File: src/rtl/logarithmic_afpm.sv
// Approximate FP16 multiplier (Mitchell log approximation) behind the Tiny Tapeout pin wrapper.
// Operands arrive byte-serially over two clocks; the product leaves byte-serially over the next two.
module logarithmic_afpm (
    input  logic       clk,
    input  logic       rst_n,
    input  logic       ena,
    input  logic [7:0] ui_in,
    input  logic [7:0] uio_in,
    output logic [7:0] uo_out,
    output logic [7:0] uio_out,
    output logic [7:0] uio_oe
);

    typedef enum logic [1:0] {
        LO     = 2'd0,
        HI     = 2'd1,
        OUT_LO = 2'd2,
        OUT_HI = 2'd3
    } state_t;

    state_t      state, state_next;
    logic [7:0]  a_lo, b_lo;
    logic [15:0] prod, prod_next;

    logic [15:0] op_a, op_b;
    logic [4:0]  a_exp, b_exp;
    logic [9:0]  a_man, b_man;
    logic        sign, a_max, b_max, a_zero, b_zero, is_nan;
    logic [15:0] sum, diff;

    logic unused_ena;
    assign unused_ena = ena;

    assign uio_out = '0;
    assign uio_oe  = '0;

    always_ff @(posedge clk) begin
        if (rst_n) begin
            state <= LO;
        end else begin
            state <= state_next;
        end
    end

    always_comb begin
        state_next = state;
        case (state)
            LO:      state_next = HI;
            HI:      state_next = OUT_LO;
            OUT_LO:  state_next = OUT_HI;
            OUT_HI:  state_next = LO;
            default: state_next = LO;
        endcase
    end

    always_ff @(posedge clk) begin
        if (rst_n) begin
            a_lo   <= '0;
            b_lo   <= '0;
            prod   <= '0;
            uo_out <= '0;
        end else begin
            case (state)
                LO: begin
                    a_lo <= ui_in;
                    b_lo <= uio_in;
                end
                HI:      prod   <= prod_next;
                OUT_LO:  uo_out <= prod[7:0];
                OUT_HI:  uo_out <= prod[15:8];
                default: ;
            endcase
        end
    end

    // Adding the magnitude bit patterns adds the log2 values; a mantissa carry bumps the exponent.
    always_comb begin
        op_a   = {ui_in, a_lo};
        op_b   = {uio_in, b_lo};
        sign   = op_a[15] ^ op_b[15];
        a_exp  = op_a[14:10];
        b_exp  = op_b[14:10];
        a_man  = op_a[9:0];
        b_man  = op_b[9:0];
        a_max  = (a_exp == 5'h1F);
        b_max  = (b_exp == 5'h1F);
        a_zero = (a_exp == 5'h00);
        b_zero = (b_exp == 5'h00);
        is_nan = (a_max && (a_man != '0)) || (b_max && (b_man != '0)) ||
                 (a_max && b_zero) || (b_max && a_zero);
        sum    = {1'b0, op_a[14:0]} + {1'b0, op_b[14:0]};
        diff   = sum - 16'h3C00;

        if (is_nan) begin
            prod_next = 16'h7E00;
        end else if (a_max || b_max) begin
            prod_next = {sign, 15'h7C00};
        end else if (a_zero || b_zero) begin
            prod_next = {sign, 15'h0000};
        end else if (sum < 16'h4000) begin
            prod_next = {sign, 15'h0000};
        end else if (diff >= 16'h7C00) begin
            prod_next = {sign, 15'h7C00};
        end else begin
            prod_next = {sign, diff[14:0]};
        end
    end

endmodule

File: config.mk
export PLATFORM = sky130hd
export DESIGN_NAME = logarithmic_afpm
export DESIGN_NICKNAME = d
export VERILOG_FILES = /design/src/rtl/logarithmic_afpm.sv
export SDC_FILE = /design/constraint.sdc
export NUM_CORES = 1
export LEC_CHECK = 0
export BUFFER_PORTS_ARGS = -buffer_cell sky130_fd_sc_hd__buf_2
export CORE_MARGIN = 2
export CORE_UTILIZATION = 35
export CTS_CLUSTER_DIAMETER = 80
export DETAILED_ROUTE_END_ITERATION = 16
export SLEW_MARGIN = 5
export SYNTH_ARGS = -nofsm -noshare
export SYNTH_HDL_FRONTEND = slang
export SYNTH_SLANG_ARGS = --single-unit
export TNS_END_PERCENT = 20
File: constraint.sdc
create_clock -name clk -period 4.3 [get_ports clk]
set_clock_uncertainty 0.15 [all_clocks]
set_input_delay 0.86 -clock clk [delete_from_list [all_inputs] [get_ports clk]]
set_output_delay 0.86 -clock clk [all_outputs]
set_load 0.01 [all_outputs]
* Yosys cells after proc, flatten, opt, wreduce, memory -nomap -nowiden
Cells that the tools add are included.
** Storage, ports and cells
- Register bits after elaboration :: 42
- Bits of input ports :: 19
- Output and inout bits :: 24
- Logic and storage cells :: 37
** Operators by class
- Add/sub/neg operators :: 2
- Order comparisons :: 2
- Eq/ne operators :: 5
- Multiplexer cells :: 7
- Bitwise logic cells :: 1
- Reductions and logical operators :: 15
** Operator list (count)
- 15-bit two-way mux :: 4
- 10-bit nonzero test :: 2
- 15-bit by 15-bit adder with 16-bit output :: 1
- 16-bit by 15-bit greater-or-equal comparator with 1-bit output, second input constant :: 1
- 16-bit by 15-bit < comparator with 1-bit output, second input constant :: 1
- 16-bit two-way mux :: 1
- 8-bit one-hot mux with 2 select lines :: 1
- 16-bit by 14-bit subtractor with 16-bit output, second input constant :: 1
- 5-bit == test, second input constant :: 2
- 5-bit zero test :: 2
- 2-bit one-hot mux with 4 select lines :: 1
- 1-bit logical OR :: 5
- 2-bit == test, second input constant :: 2
- 1-bit logical AND :: 4
- 2-bit by 1-bit == test with 1-bit output, second input constant :: 1
- 2-bit zero test :: 1
- 2-bit nonzero test :: 1
- 1-bit XOR :: 1

* Longest topological paths before layout
Gate-level depths: netlist of run 1.
- Word-level depth :: 8
- Depth in mapped cells :: 14
- Gate-level depth less buffers :: 14

* Worst setup path after synthesis of run 1
OpenSTA, ideal clock, no wires.
- Kind :: input -> register
- From :: input ui_in[1]
- To :: register prod[2]
- Library setup time :: 117 ps
- Data arrival time :: 3354 ps
- Data required time :: 4033 ps
- Slack :: 678 ps
- Cell stages on the path :: 9
- Path buffers :: 0
- Cells stage by stage :: ha_1 > nand2_2 > or3_4 > o311a_1 > ha_1 > or4b_4 > o21ai_4 > nor3_4 > a32o_1
** Between the ends
- Longest elaborated chain between the ends :: 8
- Elaborated cells on any way between the ends :: 14
- Those cells by class :: add/sub (2); order compare (2); mux (5); reduce/logical (5)
** RTL lines
- start: declaration :: line 7 : input logic [7:0] ui_in,
- 15-bit by 15-bit adder with 16-bit output :: line 91 : sum = {1'b0, op_a[14:0]} + {1'b0, op_b[14:0]};
- 16-bit by 14-bit subtractor with 16-bit output :: line 92 : diff = sum - 16'h3C00;
- 16-bit by 15-bit greater-or-equal comparator with 1-bit output :: line 102 : end else if (diff >= 16'h7C00) begin
- 15-bit two-way mux :: line 102
- 15-bit two-way mux :: line 100 : end else if (sum < 16'h4000) begin
- 15-bit two-way mux :: line 98 : end else if (a_zero || b_zero) begin
- 15-bit two-way mux :: line 96 : end else if (a_max || b_max) begin
- 16-bit two-way mux * :: line 94 : if (is_nan) begin
- end signal: assignment :: line 68 : HI: prod <= prod_next;
- end: declaration :: line 23 : logic [15:0] prod, prod_next;
Every way passes the cells marked *; elsewhere a longest branch is shown, timed or not.
A chain may end at the register's enable or synchronous reset.

* Worst setup path after layout of run 1
- From :: register a_lo[0]
- To :: register prod[2]
** Between the ends
- Longest elaborated chain between the ends :: 8
- Elaborated cells on any way between the ends :: 14
- Those cells by class :: add/sub (2); order compare (2); mux (5); reduce/logical (5)
** RTL lines
- start: declaration :: line 22 : logic [7:0] a_lo, b_lo;
- start signal: assignment :: line 65 : a_lo <= ui_in;
- 15-bit by 15-bit adder with 16-bit output :: line 91
- 16-bit by 14-bit subtractor with 16-bit output :: line 92
- 16-bit by 15-bit greater-or-equal comparator with 1-bit output :: line 102
- 15-bit two-way mux :: line 102
- 15-bit two-way mux :: line 100
- 15-bit two-way mux :: line 98
- 15-bit two-way mux :: line 96
- 16-bit two-way mux * :: line 94
Marked as above.

==> metrics.md, run 1 <==
| Metric | Value |
|---|---|
| Pwr dens | roughly 420 mW/mm2 |
| Clock power share | between 20% and 30% |
| Core box area | 0.00777 mm2 |
| Ys Warns | 0 |
| H-tree lvl count | 2 |
| Placed cells | about 450 |
| Filler Cell Count | 801 |
| Die Wd | about 94 um |
| Initial antenna violation count | 0 |
| Cts-stage hold buffer count | 0 |
| Count of different cell masters after synthesis | 56 |
| Post-CTS setup repair buffer count | 0 |
| Mean Syn Cell Area | around 8.6 um2 |
| Largest net degree at the start of global routing | 32 |
| Crit-path cells | ha_1 > inv_1 > fa_1 > nand2b_1 > a21oi_1 > nor2_1 > o311a_1 > ha_1 > or4b_4 > o21ai_4 > nor3_4 > a32o_1 |
| Most frequent cells in the layout | 63 x nor2_1, 42 x dfxtp_1, 27 x mux2i_1 |
| Final min period | 3.82 ns |
| Final Hold Violating Endpoints | 0 |
| Final-stage net count | between 300 and 400 |
| Via count | about 2300 |
| # IOs | 43 |
| Detailed placement HPWL | ~5200 um |
| CP Capture Type | flop |
| Gate power share | between 40% and 50% |
| Die area | roughly 0.009 mm2 |
| Total Wirelength | between 6000 and 7000 um |
| Resized cells post-CTS | 0 |
| Worst-Margin Slew | between 0.9 and 1 ns |
| Starting Density | between 30% and 40% |
| Final period util | 88.8% |
| Main flop type after synthesis | dfxtp_1 |
| Post-synth EDFFs | 0 |
| DP Area | roughly 0.0030 mm2 |
| CTS clock-pin slew for the worst setup and hold paths | about 0.090 ns |
| Max_slew headroom | roughly 34% |
| Die span in y | 93.8 um |
| CP max stage delay | around 0.56 ns |
| Root Driver | clkbuf_8 |
| First-pass GRT wire length | between 10000 and 15000 um |
| Port Buffer Count | 25 |
| Req. time, crit path | between 4 and 5 ns |
| Initial DRC Count | 85 |
| CTS tree | built |
| Post-synthesis cell area | approximately 0.0028 mm2 |
| Static Leak | between 1 and 1.5 nW |
| Status | finished clean |
| Min-delay worst type | flop to flop |
| Via-to-Cell Ratio | just over 5 |
| CP Launch Type | flop |
| WL per Instance | ~14 um |
| Detail Route Antenna Nets | 0 |
| # rows | 32 |
| Fin Setup TNS | 0 ns |
| DRC viols | 0 |
| Max FO, Critical Path | 9 |
| Final Setup Violations | 0 |
| Post-route cell area | between 0.003 and 0.004 mm2 |
| Synth Register Bits | 42 |
| RSZ-0062 raised after global routing | no |
| GRT overflow | 0 |
| Num CTS Buffers | 5 |
| Clock latency on the worst-skew pair | roughly 0.30 ns |
| CP max stage cell | or4b_4 |
| Switch share | between 30% and 40% |
| Maximum VDD drop | roughly 230 uV |
| Sink Count | 42 |
| P&R area growth vs syn | 9.08% |
| Int Pwr | 0.801 mW |
| Fmax | ~260 MHz |
| Kind of critical path | flop to flop |
| Sequential-to-total area share from yosys stat | 29.8% |
| Fin cells | 456 |
| Fin. max-slew vios | 0 |
| Asr flop ratio synth | 0% |
| Layout cells sized above 1 | between 10% and 20% |
| Vias in the first global route | 2177 |
| Worst Path Arrival | 3.86 ns |
| GRT Util Overall | approximately 15% |
| Reg power frac | roughly two fifths |
| GP Congestion | between 0.8 and 0.9 |
| Post-Syn Instances | 330 |
| Commonest non-fill, non-tap cell in the layout | nor2_1 |
| Clock Tree Buf Depth | 2 |
| Antenna Cells | 0 |
| Cell mode on critical path | ha_1 |
| Psw | a little over 0.5 mW |
| First-pass DRT Iterations | 5 |
| Number of max-cap violations | 0 |
-- synthesized netlist by cell type (3+ instances only) --
library cell | count | area share [%]
nand3_1 | 6 | 1.1
nor2_1 | 63 | 8.4
nand2_1 | 12 | 1.6
inv_1 | 10 | 1.3
nor2b_1 | 4 | 0.89
clkbuf_1 | 7 | 0.93
and2_1 | 4 | 0.89
buf_4 | 16 | 4.3
a211oi_1 | 4 | 1.1
xor2_1 | 4 | 1.2
nor4_1 | 5 | 1.1
o21ai_1 | 3 | 0.53
mux2i_1 | 27 | 9.6
a22o_1 | 8 | 2.5
o22ai_1 | 3 | 0.66
or4_1 | 3 | 0.80
o21ai_0 | 7 | 1.2
o211ai_1 | 3 | 0.80
nand2b_1 | 5 | 1.1
xnor2_1 | 10 | 3.1
a21oi_1 | 20 | 3.5
dfxtp_1 | 42 | 30
ha_1 | 22 | 9.7
-- per-layer routing --
metal,vias to the layer above,GRT usage (%),share of wire [%]
met4,0,2.42,0.47
met3,7,3.21,4.2
met1,1079,22.0,51
li1,1185,-,-
met2,48,24.5,45
met5,-,0,0
-- stage by stage --
stage	setup slack [ns]	power (mW)	hold slack [ns]	utilization [%]
6_report	0.484	1.31	0.348	39.7
5_1_grt	0.221	1.40	0.366	39.7
4_1_cts	0.465	1.32	0.348	39.7
3_5_place_dp	0.334	1.04	0.327	38.5
3_3_place_gp	0.338	1.03	0.312	38.5
2_1_floorplan	0.678	0.929	0.292	-
-- registers in the layout, summed over array words and instances (netlist names) --
signal and cells:
a_lo 8, state 2, prod 16, uo_out 8, b_lo 8
-- final timing paths --
check	cells after the start	from	to	slack (ns)
min	1	prod[8]	prod[8]	0.35
min reg2reg	1	prod[8]	prod[8]	0.35
max	12	a_lo[0]	prod[2]	0.48
max reg2reg	12	a_lo[0]	prod[2]	0.48
-- layout make-up --
type	instances	area [um2]	share of cell area (%)
Inverter	10	37.5	1.22
Multi-Input combinational cell	268	1850	60.0
Clock buffer	5	68.8	2.23
Sequential cell	42	841	27.3
Tap cell	102	128	4.14
Timing Repair Buffer	26	133	4.31
Clock inverter	3	25.0	0.812
-- critical path, delay by kind of cell, from the launching register on --
family / cells / cell delay, ns
flops: 1 / 0.39
fa+ha+maj: 3 / 0.85
compound gates: 4 / 1.21
simple gates: 4 / 1.04
buf+inv: 1 / 0.06
-- power by group through the flow --
stage / clock network, mW / logic [mW] / registers, mW
after floorplan: 0 / 0.433 / 0.496
after global placement: 0 / 0.520 / 0.514
after detailed placement: 0 / 0.528 / 0.514
after CTS: 0.279 / 0.531 / 0.505
after global routing: 0.296 / 0.594 / 0.513
final: 0.274 / 0.529 / 0.505
-- logic make-up after synthesis --
family,Yosys count,share of synthesized area [%]
compound gates,70,18.3
xor+xnor,15,4.92
fa+ha+maj,23,10.5
buf+inv,35,6.78
flops,42,29.8
mux,27,9.57
other cells,1,0.133
simple gates,117,20.1
Note: power is estimated with default switching activity, not from simulation.
==> run 2: changes to the inputs <==
Settings changed: GPL_TIMING_DRIVEN from default to 0.
==> run 2 against run 1 <==
Against the previous run: wire length is 1.3% higher; first-iteration DRC count is 14% lower; sequential power hardly changed; clock-buffer cell count is 1 higher; core utilization is 1.8 points higher; via count is 3.4% higher; critical path depth stayed put.
==> metrics.md, run 2 (synthesis gave the netlist of run 1 again) <==
| Metric | Value |
|---|---|
| Status | finished clean |
| Port Buffer Count | 25 (unchanged) |
| Worst setup path start | a_lo[0] |
| Sink Count | 42 (unchanged) |
| Crit-path cells | ha_1 > inv_1 > fa_1 > nand2b_1 > a21oi_1 > nor2_1 > o311a_1 > ha_1 > or4b_4 > o21ai_4 > nor3_4 > a32o_1 |
| First-pass GRT wire length | 11000 um (+1.9%) |
| Die area | 0.00880 mm2 (unchanged) |
| Total Wirelength | 6630 um (+1.3%) |
| Die Wd | 93.8 um (unchanged) |
| Largest net degree at the start of global routing | 14 (-56%) |
| Vias in the first global route | 2275 (+4.5%) |
| Worst r2r dst | prod[2] |
| GRT overflow | 0 (unchanged) |
| Kind of critical path | flop to flop |
| Antenna Cells | 0 (unchanged) |
| Final-stage net count | 419 (+6.1%) |
| Core box area | 0.00777 mm2 (unchanged) |
| Detail Route Antenna Nets | 0 (unchanged) |
| Fin Setup TNS | 0 ns (unchanged) |
| Most frequent cells in the layout | 63 x nor2_1, 42 x dfxtp_1, 27 x mux2i_1 |
| WL per Instance | 13.8 um (-3.8%) |
| P&R area growth vs syn | 14.0% |
| Fin cells | 480 (+5.3%) |
| Commonest non-fill, non-tap cell in the layout | nor2_1 |
| Max FO, Critical Path | 9 (unchanged) |
| Reg with most FFs | prod |
| Starting Density | 36.4% (unchanged) |
| Post-route cell area | 0.00322 mm2 (+4.5%) |
| Root Driver | clkbuf_8 |
| Crit path to | prod[2] |
| Fmax | 257 MHz (-1.9%) |
| CP Launch Type | flop |
| Cts-stage hold buffer count | 0 (unchanged) |
| DP Area | 0.00313 mm2 (+4.9%) |
| GRT Util Overall | 15.8% (+0.38 points) |
| # rows | 32 (unchanged) |
| Cell mode on critical path | ha_1 |
| Worst-Margin Slew | 0.698 ns (-0.297 ns) |
| Die span in y | 93.8 um (unchanged) |
| Fin. max-slew vios | 0 (unchanged) |
| Initial DRC Count | 73 (-14%) |
| Post-CTS setup repair buffer count | 0 (unchanged) |
| Setup slack, reg-to-reg | 0.41 ns (-0.07 ns) |
| CP max stage cell | or4b_4 |
| # IOs | 43 (unchanged) |
| Maximum VDD drop | 195 uV (-14%) |
| R2R cell count | 12 (unchanged) |
| Req. time, crit path | 4.34 ns (about the same) |
| First-pass DRT Iterations | 4 (-1) |
| Reg2reg start | a_lo[0] |
| Via-to-Cell Ratio | 5.00 (-1.8%) |
| Resized cells post-CTS | 0 (unchanged) |
| Clock latency on the worst-skew pair | 0.30 ns (about the same) |
| Min-delay worst type | flop to flop |
| Number of flip-flops in the largest register | 16 (unchanged) |
| H-tree lvl count | 2 (unchanged) |
| DRC viols | 0 (unchanged) |
| CP Capture Type | flop |
| Worst Path Arrival | 3.93 ns (+0.07 ns) |
| Final period util | 90.4% (+1.7 points) |
| CTS clock-pin slew for the worst setup and hold paths | 0.08 ns (about the same) |
| Static Leak | 1.45 nW (+6.9%) |
| RSZ-0062 raised after global routing | no |
| CTS tree | built |
| Initial antenna violation count | 0 (unchanged) |
| GP Congestion | 0.834 (-4.5%) |
| Num CTS Buffers | 5 (unchanged) |
| Pwr dens | 404 mW/mm2 (-4.9%) |
| Layout cells sized above 1 | 15.9% (+2.9 points) |
| Number of max-cap violations | 0 (unchanged) |
| Final min period | 3.89 ns (+0.0720 ns) |
| CP max stage delay | 0.56 ns (about the same) |
| Final Setup Violations | 0 (unchanged) |
| Max_slew headroom | 53.5% (+20 points) |
| Via count | 2398 (+3.4%) |
| Clock Tree Buf Depth | 2 (unchanged) |
| Detailed placement HPWL | 5330 um (+2.7%) |
| Final Hold Violating Endpoints | 0 (unchanged) |
| Placed cells | 472 (+5.4%) |
==> run 2: where the power goes <==
group	leakage [nW]	internal (mW)	total, mW	switching, mW
sequential	0.344	0.454	0.507	0.0532
clock	0.0452	0.115	0.254	0.139
combinational	1.06	0.235	0.539	0.304
total	1.45	0.803	1.30	0.497
==> run 2: how the worst min path moves through the flow <==
stage / start / slack (ns) / depth (start not counted) / to
2_1_floorplan: prod[2] / 0.29 / 1 / prod[2]
3_3_place_gp: prod[8] / 0.32 / 1 / prod[8]
3_5_place_dp: prod[15] / 0.32 / 2 / uo_out[7]
4_1_cts: prod[15] / 0.34 / 2 / uo_out[7]
5_1_grt: prod[2] / 0.36 / 1 / prod[2]
6_report: prod[15] / 0.34 / 2 / uo_out[7]
==> run 2: cell type report <==
cell class | count | area (um2)
Tap cell | 102 | 128
Timing Repair Buffer | 25 | 125
Fill cell | 809 | 4550
Inverter | 10 | 37.5
Sequential cell | 42 | 841
Multi-Input combinational cell | 268 | 1850
Clock inverter | 2 | 13.8
Clock buffer | 6 | 72.6
Buffer | 25 | 154
==> run 2: metrics by stage <==
stage | power [mW] | setup WS (ns) | utilization [%] | hold WS (ns)
CTS | 1.31 | 0.402 | 41.4 | 0.340
finish | 1.30 | 0.412 | 41.4 | 0.337
detailed placement | 1.05 | 0.215 | 40.3 | 0.318
global placement | 1.04 | 0.197 | 40.3 | 0.316
global route | 1.40 | 0.221 | 41.4 | 0.359
floorplan | 0.929 | 0.678 | - | 0.292
==> run 2: critical path: cells and delay by family (launching register included) <==
kind / cells / cell delay (ns)
fa+ha+maj: 3 / 0.86
compound gates: 4 / 1.26
flops: 1 / 0.39
simple gates: 4 / 1.06
buf+inv: 1 / 0.06
==> run 2: metal layers <==
metal,share of wire [%],up-vias,GRT usage (%)
met3,4.4,4,3.37
met2,44,49,24.8
met5,0,-,0
met1,51,1114,22.6
met4,0.47,0,3.02
li1,-,1231,-
==> run 3: changes to the inputs <==
Settings changed: PLACE_DENSITY from default to 0.5.
==> run 3 against run 2 <==
Against the previous run: flip-flop and latch count did not move; critical endpoint unchanged; sequential power barely moved; critical path type is now input port to flop; core utilization did not move.
==> metrics.md, run 3 (synthesis gave the netlist of run 1 again) <==
| Metric | Value |
|---|---|
| Largest net degree at the start of global routing | 14 (unchanged) |
| Clock latency on the worst-skew pair | 0.29 ns (about the same) |
| Met2 Track Usage GR | 26.1% (+1.3 points) |
| Total Wirelength | 7000 um (+5.6%) |
| Kind of critical path | input port to flop |
| Max FO, Critical Path | 9 (unchanged) |
| Resized cells post-CTS | 0 (unchanged) |
| GRT Util Overall | 16.3% (+0.44 points) |
| Max_slew headroom | 48.5% (-5.0 points) |
| Via count | 2393 (-0.21%) |
| Min-delay worst type | flop to flop |
| CP Capture Type | flop |
| First-pass GRT wire length | 11200 um (+1.8%) |
| Filler Cell Count | 815 (+0.74%) |
| Num CTS Buffers | 5 (unchanged) |
| Worst setup path start | ui_in[0] |
| Initial DRC Count | 75 (+2.7%) |
| Number of flip-flops in the largest register | 16 (unchanged) |
| H-tree lvl count | 2 (unchanged) |
| Fmax | 254 MHz (-1.1%) |
| CTS clock-pin slew for the worst setup and hold paths | 0.09 ns (about the same) |
| Antenna Cells | 0 (unchanged) |
| First-pass DRT Iterations | 4 (unchanged) |
| Final Hold Violating Endpoints | 0 (unchanged) |
| Cell mode on critical path | a21oi_1 |
| Detail Route Antenna Nets | 0 (unchanged) |
| Port Buffer Count | 25 (unchanged) |
| RSZ-0062 raised after global routing | no |
| CP max stage cell | nor4_1 |
| R2R cell count | 12 (unchanged) |
| Worst hold endpoint | prod[8] |
| Status | finished clean |
| Final Setup Violations | 0 (unchanged) |
| Die area | 0.00880 mm2 (unchanged) |
| Clock Tree Buf Depth | 2 (unchanged) |
| Number of max-cap violations | 0 (unchanged) |
| GP Congestion | 0.785 (-5.8%) |
| Crit-path cells | buf_2 > ha_1 > a21oi_1 > a21oi_1 > o21a_1 > nor4_1 > nand2_1 > o31a_2 > mux2i_1 > nor3_4 > a32o_1 |
| Setup WS pre-CTS | 0.109 ns (-0.106 ns) |
| Pwr Total | 1.30 mW (+0.34%) |
| CP Launch Type | input port |
| Fin Setup TNS | 0 ns (unchanged) |
| # IOs | 43 (unchanged) |
| Vias in the first global route | 2249 (-1.1%) |
| FF/Latch Area | 841 um2 (unchanged) |
| Worst-Margin Slew | 0.766 ns (+0.0682 ns) |
| Worst r2r dst | prod[2] |
| Maximum VDD drop | 235 uV (+21%) |
| Met1 usage | 23.3% (+0.72 points) |
| Root Driver | clkbuf_8 |
| Fin cells | 480 (unchanged) |
| Met3 GRT Util | 2.89% (-0.48 points) |
| Setup slack, reg-to-reg | 0.40 ns (about the same) |
| GRT overflow | 0 (unchanged) |
| Placed cells | 472 (unchanged) |
| CTS tree | built |
| Initial antenna violation count | 0 (unchanged) |
| Final period util | 91.4% (+0.96 points) |
| Reg with most FFs | prod |
| Pwr dens | 405 mW/mm2 (+0.34%) |
| Final-stage net count | 419 (unchanged) |
| Reg2reg start | a_lo[0] |
| P&R area growth vs syn | 14.0% (unchanged) |
| CP max stage delay | 0.68 ns (+0.12 ns) |
| # rows | 32 (unchanged) |
| Detailed placement HPWL | 5620 um (+5.5%) |
| Post-CTS setup repair buffer count | 0 (unchanged) |
| Hold_sp | prod[8] |
| Final setup margin | 0.370 ns (-0.0413 ns) |
| Static Leak | 1.45 nW (unchanged) |
| Starting Density | 36.4% (unchanged) |
| Via-to-Cell Ratio | 4.99 (-0.21%) |
| Busiest grt layer | met2 |
| Req. time, crit path | 4.34 ns (about the same) |
| Sink Count | 42 (unchanged) |
| Area of the multi-input gates | 0.00185 mm2 (unchanged) |
| Die Wd | 93.8 um (unchanged) |
| Layout cells sized above 1 | 15.9% (unchanged) |
| Commonest non-fill, non-tap cell in the layout | nor2_1 |
| Fin. max-slew vios | 0 (unchanged) |
| Final Util | 41.4% (unchanged) |
| Final min period | 3.93 ns (+0.0413 ns) |
| Core box area | 0.00777 mm2 (unchanged) |
| Most frequent cells in the layout | 63 x nor2_1, 42 x dfxtp_1, 27 x mux2i_1 |
| Cts-stage hold buffer count | 0 (unchanged) |
| Die span in y | 93.8 um (unchanged) |
| Hold Path Depth | 1 (-1) |
| WL per Instance | 14.6 um (+5.6%) |
| Worst Path Arrival | 3.97 ns (+0.04 ns) |
| DRC viols | 0 (unchanged) |
run 3: area by class of cell:
type / instances / share of cell area (%)
Buffer: 25 / 4.78
Clock inverter: 2 / 0.428
Multi-Input combinational cell: 268 / 57.4
Inverter: 10 / 1.17
Sequential cell: 42 / 26.1
Tap cell: 102 / 3.96
Timing Repair Buffer: 25 / 3.89
Clock buffer: 6 / 2.25
run 3: how the worst max path moves through the flow:
stage | to | slack, ns | cells past startpoint
5_1_grt | prod[2] | 0.19 | 12
4_1_cts | prod[2] | 0.37 | 12
6_report | prod[2] | 0.37 | 11
3_5_place_dp | prod[2] | 0.11 | 11
2_1_floorplan | prod[2] | 0.68 | 9
3_3_place_gp | prod[2] | 0.15 | 11
run 3: per-stage QoR:
step | hold slack, ns | area [um2]
4_1_cts | 0.346 | 3220
2_1_floorplan | 0.292 | 2880
3_3_place_gp | 0.311 | 3130
3_5_place_dp | 0.325 | 3130
5_1_grt | 0.375 | 3220
6_report | 0.346 | 3220
run 3: layer usage:
metal | wire length (um) | up-vias
met3 | 315 | 2
met2 | 3070 | 64
met4 | 21 | 0
met5 | 0 | -
li1 | - | 1234
met1 | 3590 | 1093
run 3: where the power goes:
part           internal (mW)  leakage (nW)  total, mW  switching [mW]
Clock                  0.115        0.0452      0.254           0.140
Sequential             0.454         0.344      0.507          0.0531
Combinational          0.235          1.06      0.543           0.308
run 3: worst max-delay path: cells and delay by family:
kind            cells  cell delay [ns]
simple gates        3             1.02
fa+ha+maj           1             0.40
compound gates      5             1.26
mux                 1             0.30
buf+inv             1             0.12
